<file path="config.mk">
export PLATFORM = sky130hd
export DESIGN_NAME = config_scan_loader_flat
export DESIGN_NICKNAME = d
export VERILOG_FILES = /design/src/rtl/config_scan_loader_if.sv /design/src/rtl/config_scan_loader.sv /design/src/flat_wrapper.sv
export SDC_FILE = /design/constraint.sdc
export NUM_CORES = 1
export LEC_CHECK = 0
export CAP_MARGIN = 20
export CORE_MARGIN = 2
export CORE_UTILIZATION = 55
export CTS_BUF_LIST = sky130_fd_sc_hd__clkbuf_2
export DETAILED_ROUTE_END_ITERATION = 16
export DONT_BUFFER_PORTS = 1
export PLACE_DENSITY = 0.7
export SYNTH_ARGS = -nofsm -noshare
export SYNTH_HDL_FRONTEND = slang
export SYNTH_SLANG_ARGS = --single-unit
</file>
<file path="constraint.sdc">
create_clock -name scan_clk -period 2.4 [get_ports scan_clk]
set_input_delay 0 -clock scan_clk [delete_from_list [all_inputs] [get_ports scan_clk]]
set_output_delay 0 -clock scan_clk [all_outputs]
set_load 0.01 [all_outputs]
</file>
<file path="src/rtl/config_scan_loader_if.sv">
`default_nettype none
// ============================================================================
//  Module   : config_scan_loader_if
//  Purpose  : Host-side word handshake and readback bus of the scan loader.
//  Revision : 1.0 - initial release
// ============================================================================
interface config_scan_loader_if #(
  parameter int WORD_WIDTH = 8
);
  logic [WORD_WIDTH-1:0] data_in;
  logic                  data_valid;
  logic                  data_ready;
  logic [WORD_WIDTH-1:0] rb_word;
  logic                  rb_valid;

  modport master (
    output data_in,
    output data_valid,
    input  data_ready,
    input  rb_word,
    input  rb_valid
  );

  modport slave (
    input  data_in,
    input  data_valid,
    output data_ready,
    output rb_word,
    output rb_valid
  );
endinterface
`default_nettype wire

</file>
<file path="src/rtl/config_scan_loader.sv">
`default_nettype none
// ============================================================================
//  Module   : config_scan_loader
//  Purpose  : Serialises host words LSB-first onto a configuration scan chain
//             and assembles the returning bits into readback words.
//  Revision : 1.0 - initial release
// ============================================================================
module config_scan_loader #(
  parameter int WORD_WIDTH   = 8,
  parameter int CHAIN_LENGTH = 32,
  parameter int CNT_WIDTH    = 16
) (
  input  wire                  scan_clk,
  input  wire                  rst_n,
  input  wire                  start,
  input  wire                  abort,
  config_scan_loader_if.slave  host,
  output logic                 scan_data,
  output logic                 scan_en,
  input  wire                  scan_return,
  output logic                 busy,
  output logic                 done
);

  localparam int                   WB_W         = $clog2(WORD_WIDTH + 1);
  localparam logic [CNT_WIDTH-1:0] C_CHAIN_LAST = CNT_WIDTH'(CHAIN_LENGTH - 1);
  localparam logic [WB_W-1:0]      C_WORD_LAST  = WB_W'(WORD_WIDTH - 1);
  localparam logic [WB_W-1:0]      C_WORD_W     = WB_W'(WORD_WIDTH);

  typedef enum logic [1:0] {
    S_IDLE  = 2'd0,
    S_LOAD  = 2'd1,
    S_SHIFT = 2'd2,
    S_DONE  = 2'd3
  } state_t;

  state_t                r_state;
  state_t                w_state_next;

  logic [CNT_WIDTH-1:0]  r_bit_cnt;
  logic [WB_W-1:0]       r_word_bit_cnt;
  logic [WORD_WIDTH-1:0] r_sreg;
  logic [WORD_WIDTH-1:0] r_rb_sreg;
  logic [WORD_WIDTH-1:0] r_rb_word;
  logic                  r_rb_valid;

  logic                  w_data_ready;
  logic                  w_scan_en;
  logic                  w_busy;
  logic                  w_done;
  logic                  w_start_ok;
  logic                  w_accept;
  logic                  w_shift;
  logic                  w_chain_end;
  logic                  w_word_end;
  logic [WB_W-1:0]       w_align;
  logic [WORD_WIDTH-1:0] w_rb_shifted;
  logic [WORD_WIDTH-1:0] w_rb_aligned;

  assign w_chain_end = (r_bit_cnt == C_CHAIN_LAST);
  assign w_word_end  = (r_word_bit_cnt == C_WORD_LAST);
  assign w_start_ok  = start && !abort && ((r_state == S_IDLE) || (r_state == S_DONE));
  assign w_accept    = (r_state == S_LOAD) && host.data_valid && !abort;
  assign w_shift     = (r_state == S_SHIFT) && !abort;

  // Returning bits enter at the MSB; a short final word is slid down so its
  // first bit lands in bit 0 and the unused upper bits read as zero.
  assign w_rb_shifted = {scan_return, r_rb_sreg[WORD_WIDTH-1:1]};
  assign w_align      = C_WORD_W - r_word_bit_cnt - WB_W'(1);
  assign w_rb_aligned = w_rb_shifted >> w_align;

  always_ff @(posedge scan_clk or negedge rst_n) begin
    if (!rst_n) begin
      r_state <= S_IDLE;
    end else begin
      r_state <= w_state_next;
    end
  end

  always_comb begin
    w_state_next = r_state;
    w_data_ready = 1'b0;
    w_scan_en    = 1'b0;
    w_busy       = 1'b0;
    w_done       = 1'b0;
    case (r_state)
      S_IDLE: begin
        if (start) begin
          w_state_next = S_LOAD;
        end
      end
      S_LOAD: begin
        w_data_ready = 1'b1;
        w_busy       = 1'b1;
        if (host.data_valid) begin
          w_state_next = S_SHIFT;
        end
      end
      S_SHIFT: begin
        w_scan_en = 1'b1;
        w_busy    = 1'b1;
        if (w_chain_end) begin
          w_state_next = S_DONE;
        end else if (w_word_end) begin
          w_state_next = S_LOAD;
        end
      end
      S_DONE: begin
        w_done = 1'b1;
        if (start) begin
          w_state_next = S_LOAD;
        end
      end
      default: begin
        w_state_next = S_IDLE;
      end
    endcase
    if (abort) begin
      w_state_next = S_IDLE;
    end
  end

  always_ff @(posedge scan_clk or negedge rst_n) begin
    if (!rst_n) begin
      r_bit_cnt      <= '0;
      r_word_bit_cnt <= '0;
      r_sreg         <= '0;
      r_rb_sreg      <= '0;
      r_rb_word      <= '0;
      r_rb_valid     <= 1'b0;
    end else begin
      r_rb_valid <= 1'b0;
      if (w_start_ok) begin
        r_bit_cnt      <= '0;
        r_word_bit_cnt <= '0;
      end
      if (w_accept) begin
        r_sreg         <= host.data_in;
        r_word_bit_cnt <= '0;
        r_rb_sreg      <= '0;
      end
      if (w_shift) begin
        r_sreg         <= r_sreg >> 1;
        r_bit_cnt      <= r_bit_cnt + CNT_WIDTH'(1);
        r_word_bit_cnt <= r_word_bit_cnt + WB_W'(1);
        r_rb_sreg      <= w_rb_shifted;
        if (w_chain_end || w_word_end) begin
          r_rb_word  <= w_rb_aligned;
          r_rb_valid <= 1'b1;
        end
      end
    end
  end

  assign scan_en         = w_scan_en;
  assign scan_data       = w_scan_en & r_sreg[0];
  assign busy            = w_busy;
  assign done            = w_done;
  assign host.data_ready = w_data_ready;
  assign host.rb_word    = r_rb_word;
  assign host.rb_valid   = r_rb_valid;

endmodule
`default_nettype wire
</file>
<file path="src/flat_wrapper.sv">
// flat-port wrapper written by rule: the top's interface ports become plain ports
module config_scan_loader_flat 
#(
  parameter int WORD_WIDTH   = 8,
  parameter int CHAIN_LENGTH = 32,
  parameter int CNT_WIDTH    = 16
)
  (scan_clk, rst_n, start, abort, scan_data, scan_en, scan_return, busy, done, host_data_in, host_data_valid, host_data_ready, host_rb_word, host_rb_valid);
  config_scan_loader_if #(.WORD_WIDTH(WORD_WIDTH)) host_i ();
  input  wire scan_clk;
  input  wire rst_n;
  input  wire start;
  input  wire abort;
  output logic scan_data;
  output logic scan_en;
  input  wire scan_return;
  output logic busy;
  output logic done;
  input wire logic [$bits(host_i.data_in)-1:0] host_data_in;
  input wire logic [$bits(host_i.data_valid)-1:0] host_data_valid;
  output wire logic [$bits(host_i.data_ready)-1:0] host_data_ready;
  output wire logic [$bits(host_i.rb_word)-1:0] host_rb_word;
  output wire logic [$bits(host_i.rb_valid)-1:0] host_rb_valid;
  assign host_i.data_in = host_data_in;
  assign host_i.data_valid = host_data_valid;
  assign host_data_ready = host_i.data_ready;
  assign host_rb_word = host_i.rb_word;
  assign host_rb_valid = host_i.rb_valid;
  config_scan_loader #(.WORD_WIDTH(WORD_WIDTH), .CHAIN_LENGTH(CHAIN_LENGTH), .CNT_WIDTH(CNT_WIDTH)) u_core (.scan_clk(scan_clk), .rst_n(rst_n), .start(start), .abort(abort), .host(host_i), .scan_data(scan_data), .scan_en(scan_en), .scan_return(scan_return), .busy(busy), .done(done));
endmodule
</file>
==> results of run 1 <==
==> routing by layer <==
layer  GRT usage, %  vias to the layer above
met5              0                        -
met4           6.50                        0
met3           4.86                        4
met2           31.4                       43
met1           31.8                      944
li1               -                      952
==> cell usage after synthesis, types with 2 or more instances <==
library cell	count
dfrtp_1	46
nand2_1	40
mux2i_1	23
nand3_1	19
nor2_1	14
o21ai_0	13
a21oi_1	10
buf_2	7
clkbuf_1	7
inv_1	7
ha_1	5
mux2_4	5
nand2b_1	5
nand4_1	5
a22o_1	4
a31oi_1	4
and3_1	4
mux2_2	4
nor2b_1	3
nor3_1	3
a2111oi_0	2
o22ai_1	2
or4_1	2
==> cell families after synthesis <==
kind of cell / Yosys count
simple gates: 108
compound gates: 45
fa+ha+maj: 5
buf+inv: 22
mux: 32
flops: 46
xor+xnor: 1
==> report_power, final <==
group,switching [µW],internal (µW),total [µW]
sequential,186,916,1100
combinational,359,298,657
clock,248,173,420
total,792,1390,2180
==> cell usage in the layout (no fill, tap or decap), types with 2 or more instances in the layout <==
cell | Yosys | layout
a2111oi_0 | 2 | 2
a21oi_1 | 10 | 10
a22o_1 | 4 | 4
a31oi_1 | 4 | 4
and3_1 | 4 | 4
buf_4 | 0 | 5
clkbuf_2 | 0 | 5
clkinv_2 | 0 | 2
dfrtp_1 | 46 | 46
dlygate4sd3_1 | 0 | 14
ha_1 | 5 | 5
inv_1 | 7 | 7
mux2_2 | 4 | 4
mux2_4 | 5 | 5
mux2i_1 | 23 | 23
nand2_1 | 40 | 40
nand2b_1 | 5 | 5
nand3_1 | 19 | 19
nand4_1 | 5 | 5
nor2_1 | 14 | 14
nor2b_1 | 3 | 2
nor3_1 | 3 | 3
o21ai_0 | 13 | 13
o22ai_1 | 2 | 2
or4_1 | 2 | 2
==> through the flow <==
stage | area (µm²) | utilization, %
final | 2820 | 63.8
after global routing | 2820 | 63.8
after CTS | 2820 | 63.8
after detailed placement | 2580 | 58.5
after global placement | 2580 | 58.5
after floorplan | 2540 | -
==> registers in the layout, summed over array words and instances, names as in the netlist <==
register,flops
u_core.r_rb_sreg,7
u_core.r_state,2
u_core.r_sreg,8
u_core.r_bit_cnt,16
u_core.host.rb_word,8
u_core.r_word_bit_cnt,4
u_core.host.rb_valid,1
==> critical path, delay by kind of cell (launching register included) <==
kind                     cells  cell delay (ns)
flip-flops                   1             0.45
buffers and inverters        4             1.13
adder cells (fa/ha/maj)      1             0.19
AND/OR/NAND/NOR              3             0.31
==> layout make-up <==
class	instances	area [µm²]	area share (%)
Inverter	7	26.3	0.933
Tap cell	52	65.1	2.31
Clock inverter	3	40.0	1.42
Timing Repair Buffer	20	205	7.29
Multi-Input combinational cell	191	1300	46.3
Clock buffer	5	25.0	0.888
Sequential cell	46	1150	40.9
==> worst max-delay path by stage <==
stage / from / to / slack, ns
floorplan: u_core.r_state[0]$_DFFE_PN0P_ / u_core.host.rb_word[1]$_DFFE_PN0P_ / 0.58
global placement: u_core.r_word_bit_cnt[1]$_DFFE_PN0P_ / u_core.host.rb_word[5]$_DFFE_PN0P_ / 0.52
detailed placement: u_core.r_word_bit_cnt[1]$_DFFE_PN0P_ / u_core.host.rb_word[2]$_DFFE_PN0P_ / 0.49
CTS: u_core.r_state[0]$_DFFE_PN0P_ / u_core.r_rb_sreg[7]$_DFFE_PN0P_ / 0.32
global route: u_core.r_state[0]$_DFFE_PN0P_ / u_core.r_rb_sreg[7]$_DFFE_PN0P_ / 0.13
finish: u_core.r_state[0]$_DFFE_PN0P_ / u_core.r_rb_sreg[7]$_DFFE_PN0P_ / 0.27
==> repair_timing <==
item | in CTS | in global routing
endpoints found under the setup margin | 0 | 0
hold endpoints to repair | 76 | 0
hold buffers | 15 | 0
==> metrics.txt, run 1 <==
startpoint types=flop; Hold Path Depth=3; Die X=72.0 µm; Met1 Routed Length=2470 µm; first-pass GRT wire length=around 8700 µm; worst path cell trace=inv_1 > ha_1 > buf_4 > nor2b_2 > buf_4 > nand2_1 > dlygate4sd3_1 > nand2_1; fill count=399; antenna violation net count after detailed routing=0; Congestion Overflow GR=0; WHS=0.0323 ns; final period utilization=between 80% and 90%; multiplexer area fraction after synthesis=13.8%; Top FF cell, synth=dfrtp_1; Simple-Gate Fraction of Synth Area=23.0%; Area Overhead vs Synth=10.7%; skew final=0.0110 ns; Synthesized Nets=278; Worst Hold Path EP=u_core.r_bit_cnt[15]$_DFFE_PN0P_; Num CTS Buffers=5; critical path class=flop to flop; endpoints failing hold=0; CTS resizes=0; HP Class=primary input to flop; worst-margin pin slew=0.544 ns; DRC violations left=0; Synth top area share=between 40% and 50%; Root Driver=clkbuf_2; outcome=finished clean; worst vdd ir=0.354 mV; ant diodes=0; Final min period=2.13 ns; Detailed Route Iter0 Violations=between 80 and 90; clock latency on the worst-skew pair=0.41 ns; post-synthesis adder-cell area fraction=2.46%; area leader, netlist=dfrtp_1; CTS tree=done; dpl cells=301; sequential share of the synthesized area=45.3%; total core area=0.00441 mm²; RSZ-0062 raised after global routing=false; post-synthesis sequential element count=46; met3 WL post-DR=260 µm; number of global-route vias before repair=1776; critical path fanouts, max=31; Hold Path Origin=start; antenna violations before repair=0; Post-synth EDFFs=0; largest family of logic cells by synthesized area=simple AND/OR/NAND/NOR gates; P per Cell Area=774 mW/mm²; mean routed wirelength per cell=about 16 µm; routed wl met2=2310 µm; placed wire-length estimate=3370 µm; yosys warns=0; Place WS=between 0.4 and 0.5 ns; Async SR Flop Fraction=100%; Max Cap Violations=0; Worst EP required=2.77 ns; final layout net count=290; f_max=469 MHz; Cell Count, Final, Fillers Out=approximately 320; CTS H-tree lvls=2; Post-CTS Setup Bufs=0; highest metal used=met4; Routed WL=5080 µm; PnR worst setup slack=between 0.2 and 0.3 ns; r2r startpoint=u_core.r_state[0]$_DFFE_PN0P_; overall power after layout=2180 µW; slowest CP cell=dlygate4sd3_1; Synth area leaders=dfrtp_1 45%, mux2i_1 9.1%, nand2_1 5.9%; Avg Inst Size Synth=about 9.8 µm²; port bufs=0; via/cell ratio=6.00; DR vias=1943; largest net degree at the start of global routing=47; post-synthesis compound-gate area fraction=about 12%; Post-Syn Instances=259; R2R Setup Slk=0.27 ns; Worst Reg-to-Reg Cells=8; All-Layer GR Usage=21.4%; crit path DAT=approximately 2.5 ns; Yosys cell types=48; Syn Std Cell Area=around 0.0025 mm²; GPL Wtd Cong=0.799; clock buffer depth=2; DRT Pass-1 Iters=4; critical path capture point type=flop; clock slew at reported path FFs=0.23 ns; Die Y=72.0 µm; starting density of the core=57.6%; # setup viols final=0; ratio of cells with drive above 1 in the final layout=12.1%; TNS Setup=0 ns; final-report max-slew violation count=0; slew margin rel.=between 60% and 70%; I/O pin total=28; post-synthesis xor/xnor area fraction=less than 1%; CP peak stage delay=0.56 ns; r2r endpoint=u_core.r_rb_sreg[7]$_DFFE_PN0P_; DIE AREA=0.00518 mm²; CTS Sinks=46; Static Leak=approximately 0.0013 µW; Rows=24
No activity file was read; power rests on OpenSTA's default activity.
==> run 2, diff against run 1 <==
- RECOVER_POWER: unset -> 50
==> metrics.txt, run 2 (synthesized netlist as in run 1, its figures left out) <==
DRT Pass-1 Iters=4 (unchanged); mean routed wirelength per cell=15.7 µm (about the same); slew margin rel.=-31.6% (was 63.8%); Rows=24 (unchanged); CTS tree=done (unchanged); outcome=finished, violations left (was finished clean); clock slew at reported path FFs=0.23 ns (about the same); largest net degree at the start of global routing=47 (unchanged); startpoint types=flop (unchanged); multi-input logic area=0.00130 mm² (unchanged); total core area=0.00441 mm² (unchanged); CTS resizes=0 (unchanged); max FFs per register=16 (unchanged); f_max=469 MHz (about the same); failing checks=max-capacitance violations, max-slew violations; CP Buf/Inv Count=4 (unchanged); Critical path origin=u_core.r_state[0]$_DFFE_PN0P_ (unchanged); Worst EP required=2.76 ns (was 2.77 ns); HP Class=primary input to flop (unchanged); r2r startpoint=u_core.r_state[0]$_DFFE_PN0P_ (unchanged); Die Y=72.0 µm (unchanged); starting density of the core=57.6% (unchanged); port bufs=0 (unchanged); r2r endpoint=u_core.r_rb_sreg[7]$_DFFE_PN0P_ (unchanged); final layout net count=290 (unchanged); antenna violations before repair=0 (unchanged); commonest non-fill, non-tap cell in the layout=dfrtp_1 (unchanged); Max Cap Violations=1 (was 0); DIE AREA=0.00518 mm² (unchanged); Area Overhead vs Synth=10.1% (was 10.7%); TNS Setup=0 ns (unchanged); worst path cell trace=inv_1 > ha_1 > buf_4 > nor2b_2 > buf_4 > nand2_1 > dlygate4sd3_1 > nand2_1 (unchanged); endpoints failing hold=0 (unchanged); final period utilization=88.9% (was 88.8%); CTS H-tree lvls=2 (unchanged); Detailed Route Iter0 Violations=85 (was 86); antenna violation net count after detailed routing=0 (unchanged); DR vias=1940 (was 1943); fill count=400 (was 399); Die X=72.0 µm (unchanged); RSZ-0062 raised after global routing=false (unchanged); Final min period=2.13 ns (about the same); worst-margin pin slew=1.97 ns (was 0.544 ns); All-Layer GR Usage=21.4% (unchanged); Congestion Overflow GR=0 (unchanged); Root Driver=clkbuf_2 (unchanged); overall power after layout=2170 µW (was 2180 µW); number of global-route vias before repair=1776 (unchanged); CTS Sinks=46 (unchanged); final-report max-slew violation count=47 (was 0); via/cell ratio=5.99 (was 6.00); clock buffer depth=2 (unchanged); critical path fanouts, max=31 (unchanged); critical path class=flop to flop (unchanged); ant diodes=0 (unchanged); Biggest register=u_core.r_bit_cnt (unchanged); Worst Hold Path EP=u_core.r_bit_cnt[15]$_DFFE_PN0P_ (unchanged); worst vdd ir=0.353 mV (was 0.354 mV); design area=0.00280 mm² (was 0.00282 mm²); I/O pin total=28 (unchanged); commonest non-fill, non-tap cells in the layout=46 x dfrtp_1, 40 x nand2_1, 23 x mux2i_1 (unchanged); Static Leak=0.00133 µW (about the same); DRC violations left=0 (unchanged); Worst Reg-to-Reg Cells=8 (unchanged); CP peak stage delay=0.56 ns (about the same); Hold Path Depth=3 (unchanged); cell family with the largest share of critical-path delay=buffers and inverters (unchanged); Hold Path Origin=start (unchanged); slowest CP cell=dlygate4sd3_1 (unchanged); Post-CTS Setup Bufs=0 (unchanged); Routed WL=5080 µm (about the same); P per Cell Area=776 mW/mm² (was 774 mW/mm²); GPL Wtd Cong=0.799 (unchanged); crit path DAT=2.50 ns (about the same); clock latency on the worst-skew pair=0.41 ns (about the same); WHS=0.0216 ns (was 0.0323 ns); skew final=0.0111 ns (was 0.0110 ns); critical path capture point type=flop (unchanged); first-pass GRT wire length=8720 µm (unchanged); Num CTS Buffers=5 (unchanged); register area=0.00115 mm² (unchanged); placed wire-length estimate=3370 µm (unchanged); ratio of cells with drive above 1 in the final layout=11.8% (was 12.1%); cts-stage hold buffer count=15 (unchanged); # setup viols final=0 (unchanged); R2R Setup Slk=0.27 ns (about the same); Post-DP Area=0.00258 mm² (unchanged)
## run 2: power by group
| part | switching [µW] | internal, µW |
|---|---|---|
| Sequential | 186 | 916 |
| Combinational | 357 | 295 |
| Clock | 248 | 173 |
## run 2: how the worst max path moves through the flow
stage,to,slack (ns),cells past startpoint
floorplan,u_core.host.rb_word[1]$_DFFE_PN0P_,0.58,6
global placement,u_core.host.rb_word[5]$_DFFE_PN0P_,0.52,4
detailed placement,u_core.host.rb_word[2]$_DFFE_PN0P_,0.49,4
CTS,u_core.r_rb_sreg[7]$_DFFE_PN0P_,0.32,8
global route,u_core.r_rb_sreg[7]$_DFFE_PN0P_,0.13,8
finish,u_core.r_rb_sreg[7]$_DFFE_PN0P_,0.27,8
## run 2: metal layers
metal | GRT usage, % | wire [µm] | up-vias
met1 | 31.8 | 2510 | 948
met4 | 6.50 | 40 | 0
met2 | 31.4 | 2290 | 37
li1 | - | - | 951
met3 | 4.86 | 239 | 4
met5 | 0 | 0 | -
## run 2: through the flow
step | util, % | setup slack, ns | cells
3_3_place_gp | 58.5 | 0.524 | 301
5_1_grt | 63.5 | 0.129 | 324
4_1_cts | 63.8 | 0.322 | 324
3_5_place_dp | 58.5 | 0.489 | 301
6_report | 63.5 | 0.266 | 324
2_1_floorplan | - | 0.577 | 259
## run 2: worst register-to-register path, stage by stage (launching register included)
cell           delay (ns)
dfrtp_1              0.46
inv_1                0.09
ha_1                 0.19
buf_4                0.18
nor2b_2              0.16
buf_4                0.30
nand2_1              0.09
dlygate4sd3_1        0.56
nand2_1              0.06
## run 2: final cells by class
type	count	share of cell area, %
inverter	7	0.938
clock buffer	5	0.893
timing repair buffer	20	6.79
clock inverter	3	1.43
sequential	46	41.1
tap	52	2.32
multi-input combinational	191	46.5
